==> config.mk <==
export PLATFORM = sky130hd
export DESIGN_NAME = nios_dmem_width_bridge_flat
export DESIGN_NICKNAME = d
export VERILOG_FILES = /design/src/rtl/nios_dmem_width_bridge_pkg.sv /design/src/rtl/nios_dmem_width_bridge_if.sv /design/src/rtl/nios_dmem_line_buf.sv /design/src/rtl/nios_dmem_width_bridge.sv /design/src/flat_wrapper.sv
export SDC_FILE = /design/constraint.sdc
export NUM_CORES = 1
export LEC_CHECK = 0
export CAP_MARGIN = 5
export CORE_UTILIZATION = 49
export CTS_CLUSTER_SIZE = 24
export DETAILED_ROUTE_END_ITERATION = 7
export PLACE_DENSITY_LB_ADDON = 0.2
export SLEW_MARGIN = 10
export SYNTH_ARGS = -nofsm -noshare
export SYNTH_HDL_FRONTEND = slang
export SYNTH_SLANG_ARGS = --single-unit
==> constraint.sdc <==
create_clock -name clk -period 2.8 [get_ports clk]
set_clock_uncertainty 0.15 [all_clocks]
set_input_delay 0.56 -clock clk [delete_from_list [all_inputs] [get_ports clk]]
set_output_delay 0.56 -clock clk [all_outputs]
set_load 0.02 [all_outputs]
==> src/rtl/nios_dmem_width_bridge_pkg.sv <==
// Shared types and helpers for the Nios II 32-bit to 128-bit on-chip RAM bridge.
package nios_dmem_pkg;

  localparam int unsigned LANES    = 4;
  localparam int unsigned LANE_LSB = 2;
  localparam int unsigned LINE_LSB = 4;

  typedef enum logic [2:0] {
    IDLE     = 3'd0,
    WR_ISSUE = 3'd1,
    RD_ISSUE = 3'd2,
    RD_WAIT  = 3'd3,
    RD_RESP  = 3'd4
  } state_t;

  function automatic logic [15:0] lane_be(input logic [3:0] be4, input logic [1:0] lane);
    return {12'd0, be4} << {lane, 2'b00};
  endfunction

  function automatic logic [31:0] lane_sel(input logic [127:0] line128, input logic [1:0] lane);
    return line128[{lane, 5'b00000} +: 32];
  endfunction

endpackage

==> src/rtl/nios_dmem_width_bridge_if.sv <==
// CPU-side 32-bit Avalon-MM bus and RAM-side 128-bit s1 bus of the width bridge.
interface nios_dmem_width_bridge_if #(
  parameter int unsigned LINE_AW = 15
);
  logic [LINE_AW+3:0] s_address;
  logic               s_read;
  logic               s_write;
  logic [3:0]         s_byteenable;
  logic [31:0]        s_writedata;
  logic               s_waitrequest;
  logic [31:0]        s_readdata;
  logic               s_readdatavalid;

  modport master (
    output s_address, s_read, s_write, s_byteenable, s_writedata,
    input  s_waitrequest, s_readdata, s_readdatavalid
  );
  modport slave (
    input  s_address, s_read, s_write, s_byteenable, s_writedata,
    output s_waitrequest, s_readdata, s_readdatavalid
  );
endinterface

interface nios_dmem_ram_if #(
  parameter int unsigned LINE_AW = 15
);
  logic [LINE_AW-1:0] m_address;
  logic [15:0]        m_byteenable;
  logic               m_chipselect;
  logic               m_write;
  logic [127:0]       m_writedata;
  logic               m_clken;
  logic [127:0]       m_readdata;

  modport master (
    output m_address, m_byteenable, m_chipselect, m_write, m_writedata, m_clken,
    input  m_readdata
  );
  modport slave (
    input  m_address, m_byteenable, m_chipselect, m_write, m_writedata, m_clken,
    output m_readdata
  );
endinterface

==> src/rtl/nios_dmem_line_buf.sv <==
// One-line read buffer: 128-bit data with tag/valid, byte-merge on write, lane read mux.
module nios_dmem_line_buf
  import nios_dmem_pkg::*;
#(
  parameter int unsigned LINE_AW = 15
) (
  input  logic               clk,
  input  logic               reset_n,
  input  logic [LINE_AW-1:0] lookup_tag,
  output logic               hit,
  input  logic               merge_en,
  input  logic [1:0]         merge_lane,
  input  logic [3:0]         merge_be,
  input  logic [31:0]        merge_data,
  input  logic               fill_en,
  input  logic [LINE_AW-1:0] fill_tag,
  input  logic [127:0]       fill_data,
  input  logic [1:0]         rd_lane,
  output logic [31:0]        rd_data
);

  logic [127:0]       data;
  logic [LINE_AW-1:0] tag;
  logic               valid;
  logic [15:0]        be16;
  logic [127:0]       wd128;

  assign be16    = lane_be(merge_be, merge_lane);
  assign wd128   = {4{merge_data}};
  assign hit     = valid && (tag == lookup_tag);
  assign rd_data = lane_sel(data, rd_lane);

  always_ff @(posedge clk or negedge reset_n) begin
    if (!reset_n) begin
      data  <= '0;
      tag   <= '0;
      valid <= 1'b0;
    end else if (fill_en) begin
      data  <= fill_data;
      tag   <= fill_tag;
      valid <= 1'b1;
    end else if (merge_en) begin
      for (int unsigned b = 0; b < 16; b++) begin
        if (be16[b]) data[8*b +: 8] <= wd128[8*b +: 8];
      end
    end
  end

endmodule

==> src/rtl/nios_dmem_width_bridge.sv <==
// Nios II 32-bit data master to 128-bit single-port RAM bridge with a one-line read buffer.
module nios_dmem_width_bridge
  import nios_dmem_pkg::*;
#(
  parameter int unsigned LINE_AW = 15,
  parameter int unsigned DEPTH   = 25000
) (
  input  logic                    clk,
  input  logic                    reset_n,
  nios_dmem_width_bridge_if.slave s,
  nios_dmem_ram_if.master         m
);

  localparam logic [LINE_AW:0] DEPTH_W = (LINE_AW+1)'(DEPTH);

  state_t             state;
  logic [LINE_AW-1:0] req_line;
  logic [LINE_AW-1:0] line_q;
  logic [1:0]         req_lane;
  logic [1:0]         lane_q;
  logic               req_oor;
  logic               oor_q;
  logic               buf_hit;
  logic               accept_wr;
  logic               accept_rd;
  logic               merge_en;
  logic               fill_en;
  logic [31:0]        buf_word;
  logic               unused_addr_lsb;

  assign req_line        = s.s_address[LINE_LSB +: LINE_AW];
  assign req_lane        = s.s_address[LANE_LSB +: 2];
  assign unused_addr_lsb = ^s.s_address[1:0];
  assign req_oor         = {1'b0, req_line} >= DEPTH_W;

  // Write has priority; a read presented together with a write is dropped.
  assign accept_wr = (state == IDLE) && s.s_write;
  assign accept_rd = (state == IDLE) && s.s_read && !s.s_write;
  assign merge_en  = accept_wr && !req_oor && buf_hit;
  assign fill_en   = (state == RD_WAIT);

  nios_dmem_line_buf #(
    .LINE_AW (LINE_AW)
  ) u_line_buf (
    .clk        (clk),
    .reset_n    (reset_n),
    .lookup_tag (req_line),
    .hit        (buf_hit),
    .merge_en   (merge_en),
    .merge_lane (req_lane),
    .merge_be   (s.s_byteenable),
    .merge_data (s.s_writedata),
    .fill_en    (fill_en),
    .fill_tag   (line_q),
    .fill_data  (m.m_readdata),
    .rd_lane    (lane_q),
    .rd_data    (buf_word)
  );

  assign s.s_waitrequest   = (state != IDLE);
  assign s.s_readdatavalid = (state == RD_RESP);
  assign s.s_readdata      = (state == RD_RESP && !oor_q) ? buf_word : '0;
  assign m.m_clken         = 1'b1;

  always_ff @(posedge clk or negedge reset_n) begin
    if (!reset_n) begin
      state          <= IDLE;
      line_q         <= '0;
      lane_q         <= '0;
      oor_q          <= 1'b0;
      m.m_address    <= '0;
      m.m_byteenable <= '0;
      m.m_chipselect <= 1'b0;
      m.m_write      <= 1'b0;
      m.m_writedata  <= '0;
    end else begin
      m.m_chipselect <= 1'b0;
      m.m_write      <= 1'b0;
      case (state)
        IDLE: begin
          if (accept_wr) begin
            state  <= WR_ISSUE;
            line_q <= req_line;
            lane_q <= req_lane;
            oor_q  <= req_oor;
            if (!req_oor) begin
              m.m_address    <= req_line;
              m.m_byteenable <= lane_be(s.s_byteenable, req_lane);
              m.m_writedata  <= {4{s.s_writedata}};
              m.m_chipselect <= 1'b1;
              m.m_write      <= 1'b1;
            end
          end else if (accept_rd) begin
            line_q <= req_line;
            lane_q <= req_lane;
            oor_q  <= req_oor;
            if (req_oor || buf_hit) begin
              state <= RD_RESP;
            end else begin
              state          <= RD_ISSUE;
              m.m_address    <= req_line;
              m.m_byteenable <= '1;
              m.m_chipselect <= 1'b1;
            end
          end
        end
        WR_ISSUE: state <= IDLE;
        RD_ISSUE: state <= RD_WAIT;
        RD_WAIT:  state <= RD_RESP;
        RD_RESP:  state <= IDLE;
        default:  state <= IDLE;
      endcase
    end
  end

endmodule

==> src/flat_wrapper.sv <==
// flat-port wrapper written by rule: the top's interface ports become plain ports
module nios_dmem_width_bridge_flat import nios_dmem_pkg::*;
#(
  parameter int unsigned LINE_AW = 15,
  parameter int unsigned DEPTH   = 25000
)
  (clk, reset_n, s_s_address, s_s_read, s_s_write, s_s_byteenable, s_s_writedata, s_s_waitrequest, s_s_readdata, s_s_readdatavalid, m_m_address, m_m_byteenable, m_m_chipselect, m_m_write, m_m_writedata, m_m_clken, m_m_readdata);
  nios_dmem_width_bridge_if #(.LINE_AW(LINE_AW)) s_i ();
  nios_dmem_ram_if #(.LINE_AW(LINE_AW)) m_i ();
  input  logic clk;
  input  logic reset_n;
  input wire logic [$bits(s_i.s_address)-1:0] s_s_address;
  input wire logic [$bits(s_i.s_read)-1:0] s_s_read;
  input wire logic [$bits(s_i.s_write)-1:0] s_s_write;
  input wire logic [$bits(s_i.s_byteenable)-1:0] s_s_byteenable;
  input wire logic [$bits(s_i.s_writedata)-1:0] s_s_writedata;
  output wire logic [$bits(s_i.s_waitrequest)-1:0] s_s_waitrequest;
  output wire logic [$bits(s_i.s_readdata)-1:0] s_s_readdata;
  output wire logic [$bits(s_i.s_readdatavalid)-1:0] s_s_readdatavalid;
  output wire logic [$bits(m_i.m_address)-1:0] m_m_address;
  output wire logic [$bits(m_i.m_byteenable)-1:0] m_m_byteenable;
  output wire logic [$bits(m_i.m_chipselect)-1:0] m_m_chipselect;
  output wire logic [$bits(m_i.m_write)-1:0] m_m_write;
  output wire logic [$bits(m_i.m_writedata)-1:0] m_m_writedata;
  output wire logic [$bits(m_i.m_clken)-1:0] m_m_clken;
  input wire logic [$bits(m_i.m_readdata)-1:0] m_m_readdata;
  assign s_i.s_address = s_s_address;
  assign s_i.s_read = s_s_read;
  assign s_i.s_write = s_s_write;
  assign s_i.s_byteenable = s_s_byteenable;
  assign s_i.s_writedata = s_s_writedata;
  assign s_s_waitrequest = s_i.s_waitrequest;
  assign s_s_readdata = s_i.s_readdata;
  assign s_s_readdatavalid = s_i.s_readdatavalid;
  assign m_m_address = m_i.m_address;
  assign m_m_byteenable = m_i.m_byteenable;
  assign m_m_chipselect = m_i.m_chipselect;
  assign m_m_write = m_i.m_write;
  assign m_m_writedata = m_i.m_writedata;
  assign m_m_clken = m_i.m_clken;
  assign m_i.m_readdata = m_m_readdata;
  nios_dmem_width_bridge #(.LINE_AW(LINE_AW), .DEPTH(DEPTH)) u_core (.clk(clk), .reset_n(reset_n), .s(s_i), .m(m_i));
endmodule
# Yosys cells after proc, flatten, opt, wreduce, memory -nomap -nowiden
# Index checks and enable logic that the tools add are counted.
# totals
ff_bits	326
elab_cells	132
# op_classes
n_lt_le_gt_ge	1
eq_ne	7
shift	2
n_mux	44
bitwise	1
reduce_logical	50
# op_table
op	n
128-bit two-way mux	2
8-bit two-way mux	16
128-bit by 8-bit variable part select with 32-bit output	1
15-bit two-way mux	6
16-bit two-way mux	4
2-bit nonzero test	18
2-bit AND reduction	17
32-bit two-way mux	1
4-bit by 4-bit << shifter with 16-bit output	1
15-bit == test	1
15-bit >= comparator (second input constant)	1
1-bit two-way mux	9
3-bit two-way mux	3
3-bit case mux with 3 select lines	1
1-bit logical AND	7
3-bit by 2-bit == test with 1-bit output (second input constant)	2
2-bit two-way mux	2
4-bit AND reduction	1
3-bit == test (second input constant)	1
1-bit zero test	3
3-bit zero test	1
3-bit by 1-bit != test with 1-bit output (second input constant)	1
3-bit AND reduction	1
3-bit nonzero test	1
other kinds (4)	4

# Depth between registers and ports, before layout
# Gate-level depths: netlist of run 1.
# depth
word_depth	7
mapped_depth	8
ltp_nobuf	6

# Modules after synthesis
# Synthesis of run 1 repeated with hierarchy kept, for this count alone.
# unflattened
hier_cells	1024
hier_area_um2	11961.5
# modules_own_cells
mod	n_inst	cells_each	area_each_um2
nios_dmem_line_buf	1	664	7564.8
nios_dmem_width_bridge	1	360	4396.7

# Least setup slack after synthesis of run 1
# OpenSTA, ideal clock, no wires.
# synth_path
path_kind	flip-flop to output port
from	register u_core.lane_q[0]
to	output port s_s_readdata[10]
arrival_ps	1870
required_ps	2090
path_slack_ps	220
path_stages_with_launch	5
path_buffers	2
cell_sequence	dfrtp_1 -> clkbuf_1 -> buf_1 -> mux4_2 -> nor2b_1
# synth_between
elab_chain_len	2
# synth_rtl
element	line	source
from (decl)	nios_dmem_width_bridge.sv:20	logic [1:0] lane_q;
from (signal assigned)	nios_dmem_width_bridge.sv:84	lane_q <= req_lane;
from (signal assigned)	nios_dmem_width_bridge.sv:95	lane_q <= req_lane;
128-bit by 8-bit variable part select with 32-bit output	nios_dmem_width_bridge_pkg.sv:21	return line128[{lane, 5'b00000} +: 32];
32-bit two-way mux	nios_dmem_width_bridge.sv:62	assign s.s_readdata = (state == RD_RESP && !oor_q) ? buf_word : '0;
to (decl)	flat_wrapper.sv:18	output wire logic [$bits(s_i.s_readdata)-1:0] s_s_readdata;
# Every way passes these cells.

# Final worst setup path of run 1
# layout_path
from	register u_core.lane_q[0]
to	output port s_s_readdata[13]
# Same word-level chain as after synthesis.

==> results.py, run 1 <==
metrics = {
    "die": {
        "initial_core_util_pct": 50.0,
        "row_count": 60,
        "ios": 383,
        "chipWidth_um": 168,
        "core_sq_um": 27000,
        "die_area_sq_um": 28100,
        "die_h_um": 168,
    },
    "power_and_ir_drop": {
        "clock_power_share_pct": 16.8,
        "p_leak_nw": 7.16,
        "p_int_mw": 12.2,
        "seqPwrFrac_pct": 30.6,
        "switching_share_pct": 39.1,
        "p_per_area_nw_per_um2": 1100,
        "ir_drop_mv": 0.799,
        "comb_power_share_pct": 52.6,
        "p_switching_mw": 7.85,
    },
    "critical_path": {
        "crit_type": "reg2out",
        "worst-path-max-fanout": 5,
        "critPathLaunchType": "register",
        "timing.rr.end": "u_core.u_line_buf.data[3]",
        "worstSetupEndpointType": "output port",
        "crit_arrival_ps": 2130,
        "ff2ff_setup_slack_ps": 240,
        "r2r-start": "u_core.state[1]",
        "required_ps": 2090,
        "rr_worst_depth": 7,
    },
    "hold_path": {
        "hp-start": "u_core.line_q[8]",
        "whs_path_depth": 2,
        "hold_path_class": "reg2reg",
        "holdPathEnd": "u_core.u_line_buf.tag[8]",
    },
    "final_layout": {
        "final_cells": 2117,
        "regArea_sq_um": 5760,
        "postLayoutCoreUtil_pct": 67.9,
        "area_growth_pct": 35.9,
        "n_fill_cell": 2142,
        "multi_input_area_sq_um": 6360,
        "drive_gt1_share_pct": 14.5,
        "nNetsFinal": 1944,
    },
    "sta": {
        "fin_crit_ps": 2840,
        "slew_headroom_pct": 30.4,
        "hold_violations": 0,
        "max_freq_mhz": 352,
        "slew_violations": 0,
        "worst_pin_slew_ps": 1040,
        "fin_ws_ps": -37.9,
        "setup_viol": 5,
        "rsz0062_at_grt": "true",
        "final.period_utilization_pct": 101,
    },
    "yosys": {
        "ys_seq_area_share_pct": 42.7,
        "avgSynthCellArea_sq_um": 8.84,
        "synth_cell_types": 35,
        "syn_inst": 1523,
        "synthFlopType": "dfrtp_1",
        "yosysWarnings": 0,
        "ys_seq_elements": 230,
        "async_flop_share_pct": 100,
        "postSynthNetCount": 1710,
        "synth-edff-count": 0,
        "synthesis.area_sq_um": 13500,
    },
    "grt": {
        "overflow": 0,
        "grt_pass1_vias": 13100,
        "grt_max_degree": 82,
        "antenna_found_initial": 1,
        "grt_use_total_pct": 33.2,
        "grt_pass1_wl_mm": 73.9,
    },
    "place": {
        "place_hpwl_mm": 30.2,
        "placedCellCount": 2062,
        "dp_slack_ps": -354,
        "place_congestion": 0.858,
        "io_buffers": 379,
    },
    "routing": {
        "drc_errors": 0,
        "num_vias": 13600,
        "wire_per_inst_um": 22.3,
        "final_antenna_net_count": 0,
        "routed_wl_mm": 47.3,
        "drt_iter0_markers": 1589,
        "first_pass_iters": 6,
        "viasPerCell": 6.42,
    },
    "clock_network": {
        "htree_levels": 1,
        "cts_buffers": 26,
        "tritoncts": "done",
        "path_clk_slew_ps": 60,
        "cts_sinks": 230,
        "cts.path.max_buffers": 3,
        "cts_root_buf": "clkbuf_16",
        "clk_latency_ps": 530,
    },
    "outcome": {
        "status": "finished, violations left",
        "violations": "setup timing",
    },
    "flow_run": {
        "drv_cap": 0,
    },
}
-- routing by layer --
layer  part of all wire [%]  track usage [%]  up-vias
li1                       -                -     5939
met1                     39             43.2     6564
met2                     48             54.4      955
met3                    9.6             6.19      123
met4                    3.8             13.8        0
met5                      0                0        -
-- through the flow --
stage	cell area [sq um]	setup TNS, ps	hold slack [ps]	power (mW)
after floorplan	13500	0	114	12.8
after global placement	17400	-34020	292	16.1
after detailed placement	17400	-41800	301	16.4
after CTS	18300	-790	315	20.1
after global routing	18300	-629	329	21.1
final	18300	-119	312	20.1
-- cells by family (layout without fill, tap and decap cells) --
kind of cell,count (synthesis),after routing,share of synthesized area [%]
AND/OR/NAND/NOR,510,510,16.4
AO/OA/AOI/OAI,426,426,20.8
buffers and inverters,276,528,10.6
flip-flops,230,230,42.7
multiplexers,65,65,8.36
XOR/XNOR,15,15,0.976
other,1,2,0.0279
-- cells in the final DEF, fill, tap and decap left out, drive strengths merged --
cell,count
dlygate4sd2,1
nand4,6
clkinv,6
o21ai,1
nand2,177
a31oi,132
o41ai,128
xnor2,15
clkdlybuf4s50,345
conb,1
or3,1
nor4,2
o21bai,1
a41o,1
a41oi,1
clkbuf,38
nor2b,34
nor2,150
dlygate4sd3,1
or4b,1
dfrtp,230
nand2b,4
or2,2
diode,1
bufinv,1
nor3,131
inv,6
o21ba,1
or4,1
buf,129
mux2,33
o211ai,1
mux4,32
nor3b,1
a21o,1
clkinvlp,1
a21oi,158
o21a,1
-- registers in the layout, summed over array words and instances (netlist names), 2 cells and up --
signal / flops
u_core.m.m_byteenable: 16
u_core.m.m_address: 15
u_core.lane_q: 2
u_core.m.m_writedata: 32
u_core.u_line_buf.data: 128
u_core.state: 3
u_core.u_line_buf.tag: 15
u_core.line_q: 15
-- area by class of cell --
class                           instances  area share, %
Clock buffer                           38           4.19
Timing Repair Buffer                  476           26.7
Tap cell                              341           2.33
Sequential cell                       230           31.5
Antenna cell                            1         0.0137
Multi-Input combinational cell       1017           34.8
Inverter                                6          0.123
Clock inverter                          8          0.390
-- critical path, stage by stage (launching register included) --
cell and delay (ps):
dfrtp_2 400, buf_12 120, buf_12 120, buf_16 140, mux4_2 500, nor2b_1 140
buf_4 170
-- worst max-delay path by stage --
| stage | from | to | slack, ps |
|---|---|---|---|
| after CTS | u_core.lane_q[0] | s_s_readdata[14] | -80 |
| after global routing | u_core.lane_q[0] | s_s_readdata[13] | -90 |
| final | u_core.lane_q[0] | s_s_readdata[13] | -40 |
| after floorplan | u_core.lane_q[0] | s_s_readdata[10] | 220 |
| after detailed placement | s_s_address[7] | u_core.u_line_buf.data[51] | -350 |
| after global placement | s_s_address[15] | u_core.m.m_address[9] | -280 |
-- synthesized netlist by cell type, types with 4 or more instances --
cell	number	area share, %
a21oi_1	158	5.9
a31oi_1	132	6.1
buf_1	16	0.45
buf_2	13	0.48
buf_4	97	5.4
clkbuf_1	142	4.0
dfrtp_1	230	43
inv_1	6	0.17
mux2_2	24	2.0
mux2_4	9	1.0
mux4_2	32	5.4
nand2_1	177	4.9
nand2b_1	4	0.19
nand4_1	6	0.28
nor2_1	150	4.2
nor2b_1	34	1.6
nor3_1	131	4.9
o41ai_1	128	8.3
xnor2_1	15	0.98
-- power groups by stage --
stage	Sequential [mW]	Clock (mW)	Combinational (mW)
final	6.16	3.37	10.6
after global routing	6.32	3.54	11.2
after CTS	6.12	3.41	10.5
after detailed placement	6.15	0	10.2
after global placement	6.08	0	10.0
after floorplan	6.37	0	6.45
-- timing repair --
action | in CTS | in global routing
gates resized for setup | 137 | 25
hold endpoints to repair | 61 | 0
setup endpoints to repair | 32 | 22
cloned | 4 | 0
hold buffers | 1 | 0
setup buffers | 4 | 0
Note: power is estimated with default switching activity, not from simulation.
==> inputs of run 2 (changes only) <==
--- a/config.mk
+++ b/config.mk
@@ -10,7 +10,6 @@
 export CTS_CLUSTER_SIZE = 24
 export DETAILED_ROUTE_END_ITERATION = 7
 export PLACE_DENSITY_LB_ADDON = 0.2
-export SLEW_MARGIN = 10
 export SYNTH_ARGS = -nofsm -noshare
 export SYNTH_HDL_FRONTEND = slang
 export SYNTH_SLANG_ARGS = --single-unit
==> constraint.sdc (replaced) <==
create_clock -name clk -period 2.7 [get_ports clk]
set_clock_uncertainty 0.15 [all_clocks]
set_input_delay 0.54 -clock clk [delete_from_list [all_inputs] [get_ports clk]]
set_output_delay 0.54 -clock clk [all_outputs]
set_load 0.02 [all_outputs]
==> run 2 against run 1 <==
Critical endpoint unchanged. Via count increased by 0.72%. Highest routed layer unchanged. Flip-flop and latch count unchanged. The run still ends with setup timing left. Critical path depth decreased by 1. Largest power group unchanged. Sequential share of layout area decreased by 0.33 points. Global-route usage increased by 0.23 points. Final area increased by 1.0%. Routed wire length increased by 1.9%.
==> results.py, run 2 (synthesis results as in run 1) <==
metrics = {
    "critical_path": {
        "rr_worst_depth": 7,
        "required_ps": 2010,
        "critPathLaunchType": "register",
        "ff2ff_setup_slack_ps": 120,
        "crit_type": "reg2out",
        "r2r-start": "u_core.state[1]",
        "worst-path-max-fanout": 6,
        "crit_arrival_ps": 2070,
        "worstSetupEndpointType": "output port",
        "timing.rr.end": "u_core.u_line_buf.data[103]",
    },
    "power_and_ir_drop": {
        "p_leak_nw": 7.25,
        "p_total_mw": 21.3,
        "ir_drop_mv": 0.754,
        "p_per_area_nw_per_um2": 1150,
    },
    "sta": {
        "fin_crit_ps": 2760,
        "slew_violations": 0,
        "slew_headroom_pct": 47.9,
        "setup_viol": 25,
        "rsz0062_at_grt": "true",
        "fin_ws_ps": -55.7,
        "hold_violations": 0,
        "final.setup.tns_ps": -635,
        "worst_pin_slew_ps": 781,
        "max_freq_mhz": 363,
        "final.period_utilization_pct": 102,
    },
    "die": {
        "chipWidth_um": 168,
        "die_area_sq_um": 28100,
        "core_sq_um": 27000,
        "row_count": 60,
        "initial_core_util_pct": 50.0,
        "die_h_um": 168,
        "ios": 383,
    },
    "routing": {
        "final_antenna_net_count": 0,
        "wire_per_inst_um": 22.7,
        "drc_errors": 0,
        "viasPerCell": 6.44,
        "routed_wl_mm": 48.2,
        "first_pass_iters": 5,
        "num_vias": 13700,
        "drt_iter0_markers": 1561,
    },
    "clock_network": {
        "cts_sinks": 230,
        "clk_latency_ps": 540,
        "path_clk_slew_ps": 60,
        "cts.path.max_buffers": 3,
        "cts_buffers": 26,
        "tritoncts": "done",
        "cts_root_buf": "clkbuf_16",
        "htree_levels": 1,
    },
    "final_layout": {
        "mostFrequentLayoutCells": "345 x clkdlybuf4s50_1, 228 x dfrtp_1, 175 x nand2_1, 158 x a21oi_1, 149 x nor2_1",
        "area_growth_pct": 37.3,
        "largest_reg_flops": 128,
        "reg_top3": "u_core.u_line_buf.data x128, u_core.m.m_writedata x32, u_core.m.m_byteenable x16",
        "n_fill_cell": 2059,
        "final_common_cell": "clkdlybuf4s50_1",
        "multi_input_area_sq_um": 6460,
        "regMostFlops": "u_core.u_line_buf.data",
        "drive_gt1_share_pct": 15.5,
        "nNetsFinal": 1948,
        "regArea_sq_um": 5760,
    },
    "hold_path": {
        "whs_path_depth": 2,
        "hp-start": "u_core.line_q[4]",
        "hold_path_class": "reg2reg",
        "holdPathEnd": "u_core.u_line_buf.tag[4]",
    },
    "place": {
        "io_buffers": 379,
        "place_hpwl_mm": 30.9,
        "place_congestion": 0.861,
    },
    "grt": {
        "overflow": 0,
        "antenna_found_initial": 0,
        "grt_pass1_wl_mm": 74.3,
        "grt_max_degree": 80,
        "grt_use_total_pct": 33.4,
        "grt_pass1_vias": 13200,
    },
    "flow_run": {
        "drv_cap": 0,
    },
    "outcome": {
        "violations": "setup timing",
        "status": "finished, violations left",
    },
}
run 2: cell types whose count changed in the layout (fill, tap and decap cells not counted), moves of 2 or more:
cell,change
nor2b_4,+7
o41ai_1,-7
bufinv_16,+4
o41ai_2,+7
buf_6,+4
nor2b_2,-3
nor2b_1,-4
buf_4,+14
buf_12,-2
buf_16,-3
buf_2,-10
run 2: what timing repair did:
action                                  CTS  global route
setup buffers                             4             0
endpoints found under the setup margin   34            41
cloned                                    2             0
hold buffers                              1             0
hold endpoints to repair                 57             0
pin swaps                                 0             0
gates resized for setup                 157            41
run 2: where the power goes:
group	switching, mW	total, mW	internal (mW)
combinational	5.51	11.0	5.46
clock	1.52	3.93	2.41
sequential	1.26	6.44	5.18
total	8.29	21.3	13.1
run 2: per-layer routing:
metal | routed length (um) | vias to the layer above | share of wire (%) | GRT usage (%)
li1 | - | 5949 | - | -
met1 | 18400 | 6635 | 38 | 43.3
met2 | 23500 | 987 | 49 | 55.6
met3 | 4790 | 108 | 9.9 | 6.36
met4 | 1470 | 0 | 3.1 | 12.3
met5 | 0 | - | 0 | 0
run 2: worst max path at each step:
stage | start | endpoint | slack (ps)
after floorplan | u_core.lane_q[0] | s_s_readdata[10] | 140
after global placement | s_s_address[15] | u_core.m.m_address[10] | -380
after detailed placement | s_s_address[15] | u_core.m.m_address[8] | -430
after CTS | u_core.lane_q[0] | s_s_readdata[5] | -100
after global routing | u_core.lane_q[0] | s_s_readdata[21] | -120
final | u_core.lane_q[0] | s_s_readdata[13] | -60
run 2: through the flow:
step,hold WS [ps],area (sq um),setup WS (ps),util [%],cells
after global routing,332,18500,-116,68.6,2122
after global placement,293,17400,-385,64.6,2070
after CTS,314,18400,-97.7,68.2,2125
final,311,18500,-55.7,68.6,2123
after detailed placement,301,17400,-428,64.6,2070
after floorplan,94.4,13500,140,-,1523
run 2: area by class of cell:
cell class / count / share of cell area [%]
inverter: 6 / 0.122
multi-input combinational: 1017 / 34.9
antenna: 1 / 0.0135
clock buffer: 36 / 4.05
tap: 341 / 2.31
timing repair buffer: 480 / 26.4
clock inverter: 12 / 1.03
sequential: 230 / 31.1
run 2: worst max-delay path: stages (launching register included):
cell and delay, ps:
dfrtp_2 470, buf_12 140, buf_12 120, mux4_2 520, nor2b_4 150, buf_6 130
